`src/rtl/uart_rx.sv`:
```
// 16x-oversampling UART receiver: 1 start bit, DBIT data bits LSB first, no parity, 1 stop bit.
// Each bit is sampled at its midpoint; the result is delivered with a one-cycle done strobe.
module uart_rx #(
    parameter int unsigned DBIT    = 8,
    parameter int unsigned SB_TICK = 16
) (
    input  logic            clk,
    input  logic            rst_n,
    input  logic            tick,
    input  logic            rx,
    output logic [DBIT-1:0] dout,
    output logic            rx_done_tick,
    output logic            frame_err
);

    typedef enum logic [1:0] {StIdle, StStart, StData, StStop} state_e;

    localparam logic [2:0] NLast = 3'(DBIT - 1);
    localparam logic [3:0] SStop = 4'(SB_TICK - 1);

    state_e          state_q, state_d;
    logic [3:0]      s_q, s_d;
    logic [2:0]      n_q, n_d;
    logic [DBIT-1:0] b_q, b_d;
    logic [DBIT-1:0] dout_q, dout_d;
    logic            done_q, done_d;
    logic            ferr_q, ferr_d;
    logic            sync1_q, sync2_q;
    logic            rx_s;

    assign rx_s = sync2_q;

    always_ff @(posedge clk or negedge rst_n) begin
        if (!rst_n) begin
            sync1_q <= 1'b1;
            sync2_q <= 1'b1;
            state_q <= StIdle;
            s_q     <= '0;
            n_q     <= '0;
            b_q     <= '0;
            dout_q  <= '0;
            done_q  <= 1'b0;
            ferr_q  <= 1'b0;
        end else begin
            sync1_q <= rx;
            sync2_q <= sync1_q;
            state_q <= state_d;
            s_q     <= s_d;
            n_q     <= n_d;
            b_q     <= b_d;
            dout_q  <= dout_d;
            done_q  <= done_d;
            ferr_q  <= ferr_d;
        end
    end

    always_comb begin
        state_d = state_q;
        s_d     = s_q;
        n_d     = n_q;
        b_d     = b_q;
        dout_d  = dout_q;
        ferr_d  = ferr_q;
        done_d  = 1'b0;
        case (state_q)
            StIdle: begin
                // Start edge is taken without waiting for a tick.
                if (!rx_s) begin
                    state_d = StStart;
                    s_d     = '0;
                end
            end
            StStart: begin
                if (tick) begin
                    if (s_q == 4'd7) begin
                        if (!rx_s) begin
                            state_d = StData;
                            s_d     = '0;
                            n_d     = '0;
                        end else begin
                            state_d = StIdle;
                        end
                    end else begin
                        s_d = s_q + 4'd1;
                    end
                end
            end
            StData: begin
                if (tick) begin
                    if (s_q == 4'd15) begin
                        b_d = {rx_s, b_q[DBIT-1:1]};
                        s_d = '0;
                        if (n_q == NLast) begin
                            state_d = StStop;
                        end else begin
                            n_d = n_q + 3'd1;
                        end
                    end else begin
                        s_d = s_q + 4'd1;
                    end
                end
            end
            StStop: begin
                if (tick) begin
                    // Back to idle mid stop bit so an immediate next start edge is caught.
                    if (s_q == SStop) begin
                        dout_d  = b_q;
                        ferr_d  = ~rx_s;
                        done_d  = 1'b1;
                        state_d = StIdle;
                    end else begin
                        s_d = s_q + 4'd1;
                    end
                end
            end
            default: state_d = StIdle;
        endcase
    end

    assign dout         = dout_q;
    assign rx_done_tick = done_q;
    assign frame_err    = ferr_q;

endmodule

```
`config.mk`:
```
export PLATFORM = sky130hd
export DESIGN_NAME = uart_rx
export DESIGN_NICKNAME = d
export VERILOG_FILES = /design/src/rtl/uart_rx.sv
export SDC_FILE = /design/constraint.sdc
export NUM_CORES = 1
export LEC_CHECK = 0
export CORE_MARGIN = 5
export CORE_UTILIZATION = 45
export CTS_BUF_LIST = sky130_fd_sc_hd__clkbuf_8
export DETAILED_ROUTE_END_ITERATION = 10
export GPL_TIMING_DRIVEN = 0
export HOLD_SLACK_MARGIN = 0.06
export PLACE_DENSITY = 0.65
export RECOVER_POWER = 100
export SYNTH_ARGS = -nofsm -noshare
export SYNTH_HDL_FRONTEND = slang
export SYNTH_SLANG_ARGS = --single-unit
```
`constraint.sdc`:
```
create_clock -name clk -period 2.2 [get_ports clk]
set_input_delay 0.33 -clock clk [delete_from_list [all_inputs] [get_ports clk]]
set_output_delay 0.33 -clock clk [all_outputs]
set_load 0.005 [all_outputs]
```
### Yosys cells after proc, flatten, opt, wreduce, memory -nomap -nowiden

Cells that the tools add are included.

| operators by class | value |
|---|---|
| add/subtract/negate cells | 2 |
| equal/unequal tests | 17 |
| multiplexer cells | 28 |
| bitwise gates (word level) | 1 |
| reduce and logical (&&, ||, !) cells | 7 |

Operators with widths:

| kind | count |
|---|---|
| 4-bit two-way mux | 7 |
| 2-bit inequality test, second input constant | 11 |
| 2-bit two-way mux | 9 |
| 3-bit two-way mux | 6 |
| 4-bit one-hot mux with 4 select lines | 1 |
| 2-bit one-hot mux with 4 select lines | 1 |
| 8-bit AND reduction | 1 |
| 7-bit AND reduction | 1 |
| 3-bit one-hot mux with 2 select lines | 1 |
| 3-bit AND reduction | 2 |
| 4-bit by 1-bit adder with 4-bit output, second input constant | 1 |
| 2-bit == test, second input constant | 2 |
| 4-bit by 3-bit == test with 1-bit output, second input constant | 1 |
| 4-bit == test, second input constant | 1 |
| 4-bit AND reduction | 1 |
| 3-bit by 1-bit adder with 3-bit output, second input constant | 1 |
| 3-bit == test, second input constant | 1 |
| 1-bit two-way mux | 3 |
| 2-bit by 1-bit == test with 1-bit output, second input constant | 1 |
| 2-bit zero test | 1 |
| 2-bit nonzero test | 1 |
| 1-bit NOT | 1 |

| word-level totals | value |
|---|---|
| bits in registers | 29 |
| output and inout port bits | 10 |
| logic and storage cells | 64 |

### Longest topological paths before layout

Gate-level depths: netlist (run 1).

| logic depth | value |
|---|---|
| depth after elaboration | 5 |
| gate-level depth with buffers | 6 |

### Worst setup path after synthesis (run 1)

Ideal clock, no wire load.

| path | value |
|---|---|
| path kind | register to register |
| start point | register s_q[0] |
| end point | register dout_q[0] (netlist: dout[0]) |
| arrival time | 1.503 ns |
| setup slack | 0.572 ns |
| cell stages (with the launch flop) | 7 |
| buffers on the path | 2 |
| clock period less this slack | 1.628 ns |
| path through | dfrtp_1 ha_1 buf_6 and4_4 and3_4 buf_12 mux2_4 |

| on the way | value |
|---|---|
| word-level cells in the longest chain between the ends | 2 |

RTL lines:

| element | line | RTL |
|---|---|---|
| start: declaration | 22 | `logic [3:0] s_q, s_d;` |
| start signal: assignment | 38 | `s_q <= '0;` |
| start signal: assignment | 48 | `s_q <= s_d;` |
| 4-bit == test | 106 | `if (s_q == SStop) begin` |
| 3-bit AND reduction (no line) | n/a |  |
| end signal: assignment | 51 | `dout_q <= dout_d;` |
| end: declaration | 25 | `logic [DBIT-1:0] dout_q, dout_d;` |

Every way passes these cells.
A chain may end at the register's enable or synchronous reset.

### Final worst setup path (run 1)

| path | value |
|---|---|
| start point | register s_q[0] |
| end point | register dout_q[4] (netlist: dout[4]) |

The elaborated chain is that of the path after synthesis.

==> flow_summary.json, run 1 <==
{
  "status": "finished with violations",
  "violations": "max-capacitance violations, max-slew violations",
  "stdcell_area_mm2": 0.001670,
  "ys_seq_elements": 29,
  "dr.pass1.iters": 2,
  "rsz0062_at_grt": "false",
  "powerDensity_mw_per_mm2": 992.3,
  "cap_violations": 1,
  "cp_max_fo": 10,
  "finalWeightedCongestion": 0.7523,
  "rows": 20,
  "hold_violations": 0,
  "dp_cells": 161,
  "cts.htree.levels": 2,
  "first_iter_violations": 23,
  "path_class": "reg2reg",
  "ys.flop_type": "dfrtp_1",
  "wl_per_cell_um": 14.64,
  "fp.dieArea_mm2": 0.004376,
  "vias_per_cell": 5.302,
  "mostFrequentLayoutCells": "dfrtp_1, dlygate4sd3_1, mux2_2, mux2_4, clkbuf_8",
  "antenna_cells": 0,
  "worst_pin_slew_ns": 1.513,
  "grt_pass1_vias": 927,
  "grt_max_degree": 30,
  "core-area_mm2": 0.003028,
  "final_nets": 131,
  "seq_area_frac_synth_pct": 51.32,
  "cp.depth": 6,
  "drive_gt1_share_pct": 34.40,
  "setup_violations": 0,
  "ioPinCount": 14,
  "critPathLaunchType": "flop",
  "crit_family": "simple AND/OR/NAND/NOR gates",
  "cp_num_buf_inv": 2,
  "synthDistinctLibCells": 40,
  "overflow": 0,
  "leakagePower_nw": 0.8062,
  "post_cts_buffers": 0,
  "avgSynthCellArea_um2": 13.64,
  "layout_commonest_cell": "dfrtp_1",
  "die_w_um": 66.15,
  "hold_buffers": 0,
  "tns_ns": 0,
  "antenna_left": 0,
  "start_util_pct": 46.86,
  "synthArstFlopShare_pct": 100.0,
  "hpwl_um": 1749,
  "crit_slowest_cell": "dfrtp_1",
  "cp.arrival_ns": 2.09,
  "fin_crit_sh_pct": 87.63,
  "die_h_um": 66.15,
  "worstRegToRegCells": 6,
  "cts_tree": "built",
  "syn_inst": 104,
  "finalCriticalPeriod_ns": 1.928,
  "min_path_cells": 0,
  "drc": 0,
  "fmax_mhz": 518.7,
  "area_growth_pct": 17.72,
  "cts_resized": 0,
  "crit_chain": "ha_1 > buf_6 > and4_1 > and3_1 > clkbuf_2 > mux2_4",
  "synth_area_mm2": 0.001419,
  "slowest_delay_ns": 0.40,
  "peakVddDrop_uv": 480.8,
  "clkLatencyLatePin_ns": 0.28,
  "grt_usage_pct": 13.39,
  "io_buffers": 13,
  "numCtsBuffers": 5,
  "synth_nets": 111,
  "cts_sinks": 29,
  "finalMaxSlewViolations": 30,
  "wl_um": 2474,
  "fin_skew_ns": 0.004637,
  "antenna_found_initial": 0,
  "required_ns": 2.37,
  "worstSetupEndpointType": "flop",
  "maxSlewHeadroom_pct": -0.8725,
  "instances_no_fill": 169,
  "placed_area_mm2": 0.001604,
  "cts-root-buf": "clkbuf_8",
  "grt_pass1_wl_um": 4319,
  "vias": 896,
  "yosysWarnings": 0,
  "clockBufferDepth": 2,
  "clkSlewWorstSetupHoldPaths_ns": 0.06,
  "hp-class": "reg2reg",
  "synth_edf_count": 0
}
-- layer usage --
layer / wire length, um / up-vias / part of all wire (%) / track usage (%)
met1: 1126 / 451 / 46 / 15.68
li1: - / 425 / - / -
met4: 33 / 0 / 1.3 / 4.569
met3: 108 / 6 / 4.4 / 6.122
met2: 1206 / 14 / 49 / 21.56
met5: 0 / - / 0 / 0
-- report_power, final --
part	total, mW	internal (mW)	switching, mW
Sequential	0.678	0.614	0.0633
Clock	0.481	0.282	0.199
Combinational	0.499	0.232	0.267
Total	1.66	1.13	0.529
-- Yosys cell counts (2+ instances only) --
master | instances | share of area, %
a22o_1 | 3 | 1.9
dfstp_2 | 2 | 3.7
nand4_1 | 2 | 0.88
inv_1 | 2 | 0.53
nand3_1 | 4 | 1.4
dfrtp_1 | 27 | 48
nor2_1 | 3 | 0.79
mux2_4 | 9 | 9.5
o21ai_0 | 2 | 0.71
a21oi_1 | 4 | 1.4
mux2_2 | 10 | 7.9
buf_4 | 2 | 1.1
nand2_1 | 5 | 1.3
ha_1 | 3 | 2.6
-- kinds of logic (layout without fill, tap and decap cells) --
logic type               count (synthesis)  in the layout  synth area share (%)
adder cells (fa/ha/maj)                  3              3                 2.646
flip-flops                              29             29                 51.32
AND/OR/NAND/NOR                         28             28                 14.55
AO/OA/AOI/OAI                           16             16                 8.554
buffers and inverters                    8             29                 4.673
multiplexers                            20             20                 18.25
-- path summary, 6_finish.rpt --
kind                            startpoint       to  slack, ns
worst max-delay path                s_q[0]  dout[4]       0.27
max in group asynchronous            rst_n   s_q[1]       0.91
worst max register to register      s_q[0]  dout[4]       0.27
worst min register to register     sync1_q     rx_s       0.36
min in group asynchronous            rst_n   n_q[0]       0.41
worst min-delay path               sync1_q     rx_s       0.36
-- area by class of cell --
cell class	count	area, um^2
clock inverters	1	5.005
plain buffers	6	43.79
fillers	256	1358
repair buffers	13	123.9
multi-input cells	67	610.6
well taps	44	55.05
flip-flops and latches	29	728.2
inverters	2	7.507
clock buffers	7	96.34
-- metrics by stage --
stage | setup slack, ns | hold WS [ns] | utilization, % | total power [mW]
after floorplan | 0.5721 | 0.03441 | - | 1.084
after global placement | 0.1830 | 0.3462 | 52.98 | 1.186
after detailed placement | 0.1672 | 0.3511 | 52.98 | 1.209
after CTS | 0.4701 | 0.3603 | 56.32 | 1.700
after global routing | 0.1977 | 0.3653 | 55.17 | 1.769
final | 0.2720 | 0.3592 | 55.17 | 1.657
-- worst register-to-register path, stage by stage (launching register included) --
cell	delay, ns
dfrtp_1	0.40
ha_1	0.21
buf_6	0.14
and4_1	0.25
and3_1	0.19
clkbuf_2	0.27
mux2_4	0.36
-- state kept, by name, indices dropped and copies added, names as in the netlist, named ones only --
register	cells
b_q	8
dout	8
s_q	4
n_q	3
frame_err	1
rx_done_tick	1
rx_s	1
state_q	1
sync1_q	1
Power figures use the tool's default switching activity.
==> inputs of run 2 (changes only) <==
Settings changed: CORE_MARGIN 5 to 2.
==> run 2 against run 1 <==
  * Routed wire length fell by 3.0%
  * Count of clock-buffer cells in the layout fell by 2
  * Final cell count unchanged
  * The run ends with max-capacitance violations left
  * Core utilization fell by 0.45 points
  * Power decreased by 3.5%
  * Die area fell by 17%
  * Via count is 0.89% lower
  * Non-clock buffer count unchanged
  * Combinational power rose by 2%
  * Critical path type unchanged
  * Sequential power about the same
==> flow_summary.json, run 2 (synthesized netlist as in run 1, its figures left out) <==
{
  "hold_violations": 0,
  "final_nets": 131,
  "grt_pass1_wl_um": 4160,
  "dp_slack_ns": 0.1592,
  "numCtsBuffers": 5,
  "overflow": 0,
  "fmax_mhz": 523.3,
  "hold_buffers": 0,
  "drive_gt1_share_pct": 33.60,
  "slowest_delay_ns": 0.40,
  "worst_slack_ns": 0.2891,
  "layout_commonest_cell": "dfrtp_1",
  "finalMaxSlewViolations": 0,
  "required_ns": 2.36,
  "cts.htree.levels": 2,
  "vias_per_cell": 5.254,
  "vias": 888,
  "cts_resized": 0,
  "leakagePower_nw": 0.8042,
  "first_iter_violations": 37,
  "cts_tree": "built",
  "die_w_um": 60.15,
  "rows": 20,
  "setup_violations": 0,
  "clkLatencyLatePin_ns": 0.28,
  "io_buffers": 13,
  "tns_ns": 0,
  "crit_chain": "ha_1 > buf_6 > and4_1 > and3_1 > clkbuf_2 > mux2_4",
  "grt_usage_pct": 15.77,
  "status": "finished with violations",
  "hpwl_um": 1739,
  "cap_violations": 1,
  "antenna_cells": 0,
  "maxSlewHeadroom_pct": 0.6110,
  "ioPinCount": 14,
  "area_growth_pct": 16.75,
  "antenna_found_initial": 0,
  "critPathLaunchType": "flop",
  "start_util_pct": 46.86,
  "core-area_mm2": 0.003028,
  "wl_per_cell_um": 14.20,
  "cts_sinks": 29,
  "fp.dieArea_mm2": 0.003618,
  "fin_skew_ns": 0.004830,
  "clockBufferDepth": 2,
  "cp.arrival_ns": 2.07,
  "fin_crit_sh_pct": 86.86,
  "clkSlewWorstSetupHoldPaths_ns": 0.06,
  "finalCriticalPeriod_ns": 1.911,
  "min_path_cells": 0,
  "finalWeightedCongestion": 0.7589,
  "cts-root-buf": "clkbuf_8",
  "drc": 0,
  "violations": "max-capacitance violations",
  "hp-class": "reg2reg",
  "die_h_um": 60.15,
  "dr.pass1.iters": 4,
  "worstRegToRegCells": 6,
  "post_cts_buffers": 0,
  "peakVddDrop_uv": 468.6,
  "crit_slowest_cell": "dfrtp_1",
  "wl_um": 2400,
  "worst_pin_slew_ns": 1.491,
  "rrSetupSlack_ns": 0.29,
  "antenna_left": 0,
  "path_class": "reg2reg",
  "grt_pass1_vias": 932,
  "cp_max_fo": 10,
  "powerDensity_mw_per_mm2": 965.2,
  "worstSetupEndpointType": "flop",
  "mostFrequentLayoutCells": "dfrtp_1, dlygate4sd3_1, mux2_2, mux2_4",
  "grt_max_degree": 30,
  "rsz0062_at_grt": "false"
}
==> run 2: where the power goes <==
group / leakage (nW) / total (mW) / switching, mW / internal [mW]
clock: 0.0439 / 0.413 / 0.196 / 0.217
combinational: 0.376 / 0.511 / 0.280 / 0.231
sequential: 0.384 / 0.675 / 0.0612 / 0.614
total: 0.804 / 1.60 / 0.536 / 1.06
==> run 2: critical path, delay by kind of cell (launching register included) <==
| family | cells | cell delay [ns] |
|---|---|---|
| muxes | 1 | 0.36 |
| buffers and inverters | 2 | 0.39 |
| and+or+nand+nor | 2 | 0.43 |
| adders and majority gates | 1 | 0.22 |
| DFF | 1 | 0.40 |
==> run 2: final cells by class <==
| class | instances | area [um^2] |
|---|---|---|
| sequential | 29 | 728.2 |
| clock buffer | 5 | 68.82 |
| tap | 44 | 55.05 |
| timing repair buffer | 13 | 123.9 |
| multi-input combinational | 67 | 611.8 |
| inverter | 2 | 7.507 |
| clock inverter | 3 | 17.52 |
| fill | 275 | 1371 |
| buffer | 6 | 43.79 |
==> run 2: per-layer routing <==
layer  global-route usage (%)  up-vias  part of all wire, %
met1                    19.32      438                   47
li1                         -      432                    -
met5                        0        -                    0
met2                    25.31       14                   48
met3                    5.195        4                  3.4
met4                    6.667        0                  1.4
==> run 2: worst paths after layout <==
path | from | to
worst max-delay path | s_q[0] | dout[4]
worst min-delay path | sync1_q | rx_s
worst max register to register | s_q[0] | dout[4]
worst min register to register | sync1_q | rx_s
max in group asynchronous | rst_n | s_q[3]
min in group asynchronous | rst_n | rx_done_tick
==> run 2: per-stage QoR <==
stage	power [mW]	util (%)	instance area (um^2)	instances	hold WS, ns
floorplan	1.084	-	1419	104	0.03441
global placement	1.183	52.98	1604	161	0.3462
detailed placement	1.215	52.98	1604	161	0.3515
CTS	1.637	55.83	1690	169	0.3640
global route	1.703	54.71	1657	169	0.3675
finish	1.599	54.71	1657	169	0.3634
==> inputs of run 3 (changes only) <==
Settings changed: GPL_TIMING_DRIVEN 0 to unset.
==> run 3 against run 2 <==
  * The flow now finishes without violations
  * Largest power group unchanged
  * Register-to-register slack improved by 0.05 ns
  * Worst hold slack got worse by 0.0081 ns
  * Critical endpoint is now frame_err
  * Power increased by 4.5%
  * Sequential share of layout area increased by 0.13 points
  * Final cell count decreased by 2.4%
  * Critical path depth decreased by 2
  * Setup slack improved by 0.052 ns
  * Clock skew decreased by 0.00094 ns
  * Clock power increased by 35%
  * Die area unchanged
  * Sequential power increased by 13%
==> flow_summary.json, run 3 (synthesized netlist as in run 1, its figures left out) <==
{
  "status": "complete, no violations",
  "crit_chain": "ha_1 > and4_1 > and3_4 > mux2_1",
  "hp-class": "reg2reg",
  "dr.pass1.iters": 4,
  "cp_num_buf_inv": 0,
  "cp_max_fo": 10,
  "io_buffers": 13,
  "cap_violations": 0,
  "numCtsBuffers": 5,
  "cts.htree.levels": 2,
  "area_growth_pct": 16.40,
  "antenna_left": 0,
  "power_frac_comb_pct": 20.9,
  "power_frac_clock_pct": 33.3,
  "ioPinCount": 14,
  "fin_skew_ns": 0.003889,
  "rrSetupSlack_ns": 0.34,
  "hold_violations": 0,
  "overflow": 0,
  "start_util_pct": 46.86,
  "clkSlewWorstSetupHoldPaths_ns": 0.06,
  "power_switching_mw": 0.5109,
  "powerDensity_mw_per_mm2": 1011,
  "cp.depth": 4,
  "p_sw_share_pct": 30.59,
  "antenna_found_initial": 0,
  "required_ns": 2.36,
  "worstSetupEndpointType": "flop",
  "slowest_delay_ns": 0.38,
  "critPathLaunchType": "flop",
  "vias_per_cell": 5.236,
  "path_class": "reg2reg",
  "drc": 0,
  "grt_pass1_vias": 865,
  "fmax_mhz": 537.9,
  "hold_buffers": 0,
  "worst_pin_slew_ns": 0.5906,
  "leakagePower_nw": 0.8114,
  "grt_max_degree": 30,
  "rsz0062_at_grt": "false",
  "clockBufferDepth": 2,
  "wl_per_cell_um": 13.61,
  "antenna_cells": 0,
  "crit_family": "simple AND/OR/NAND/NOR gates",
  "drive_gt1_share_pct": 24.79,
  "final_nets": 127,
  "grt_usage_pct": 15.83,
  "cts_sinks": 29,
  "vias": 864,
  "die_w_um": 60.15,
  "worstRegToRegCells": 4,
  "finalCriticalPeriod_ns": 1.859,
  "p_seq_share_pct": 45.8,
  "mostFrequentLayoutCells": "dfrtp_1, dlygate4sd3_1, mux2_2, mux2_1, clkbuf_8",
  "grt_pass1_wl_um": 4105,
  "finalMaxSlewViolations": 0,
  "finalPower_mw": 1.670,
  "cts-root-buf": "clkbuf_8",
  "fin_crit_sh_pct": 84.51,
  "cts_resized": 0,
  "clkLatencyLatePin_ns": 0.28,
  "core-area_mm2": 0.003028,
  "internal_power_mw": 1.159,
  "crit_slowest_cell": "dfrtp_1",
  "peakVddDrop_uv": 450.6,
  "min_path_cells": 0,
  "cp.arrival_ns": 2.02,
  "wl_um": 2245,
  "hpwl_um": 1579,
  "fp.dieArea_mm2": 0.003618,
  "setup_violations": 0,
  "finalWeightedCongestion": 0.7390,
  "cts_tree": "built",
  "rows": 20,
  "post_cts_buffers": 0,
  "die_h_um": 60.15,
  "layout_commonest_cell": "dfrtp_1",
  "tns_ns": 0,
  "maxSlewHeadroom_pct": 60.26,
  "first_iter_violations": 22
}
==> run 3: through the flow <==
step	worst slack, ns	util [%]	hold WS (ns)	cells	cell area, um^2
4_1_cts	0.3809	55.79	0.3563	165	1689
6_report	0.3408	54.55	0.3553	165	1652
3_3_place_gp	0.3680	51.94	0.3463	157	1573
5_1_grt	0.2655	54.55	0.3635	165	1652
2_1_floorplan	0.5721	-	0.03441	104	1419
3_5_place_dp	0.3369	51.94	0.3476	157	1573
==> run 3: cell type report <==
type | count | area (um^2)
Tap cell | 44 | 55.05
Clock inverter | 2 | 33.78
Timing Repair Buffer | 15 | 157.7
Fill cell | 275 | 1376
Multi-Input combinational cell | 67 | 586.8
Clock buffer | 6 | 82.58
Sequential cell | 29 | 728.2
Inverter | 2 | 7.507
==> run 3: per-layer routing <==
layer  global-route usage, %  wire length, um  vias to the layer above
li1                        -                -                      418
met3                   6.494               98                        6
met4                   7.619               44                        0
met5                       0                0                        -
met1                   19.92             1084                      427
met2                   23.45             1017                       13
==> run 3: worst paths after layout <==
path                              to  startpoint
min in group asynchronous     s_q[2]       rst_n
max                        frame_err      s_q[0]
min reg2reg                     rx_s     sync1_q
max reg2reg                frame_err      s_q[0]
min                             rx_s     sync1_q
max in group asynchronous    sync1_q       rst_n
==> run 3: power groups by stage <==
stage / Combinational (mW) / Clock [mW] / Sequential, mW
global placement: 0.358 / 0 / 0.765
floorplan: 0.413 / 0 / 0.670
global route: 0.401 / 0.595 / 0.787
finish: 0.350 / 0.556 / 0.765
detailed placement: 0.371 / 0 / 0.777
CTS: 0.373 / 0.573 / 0.765
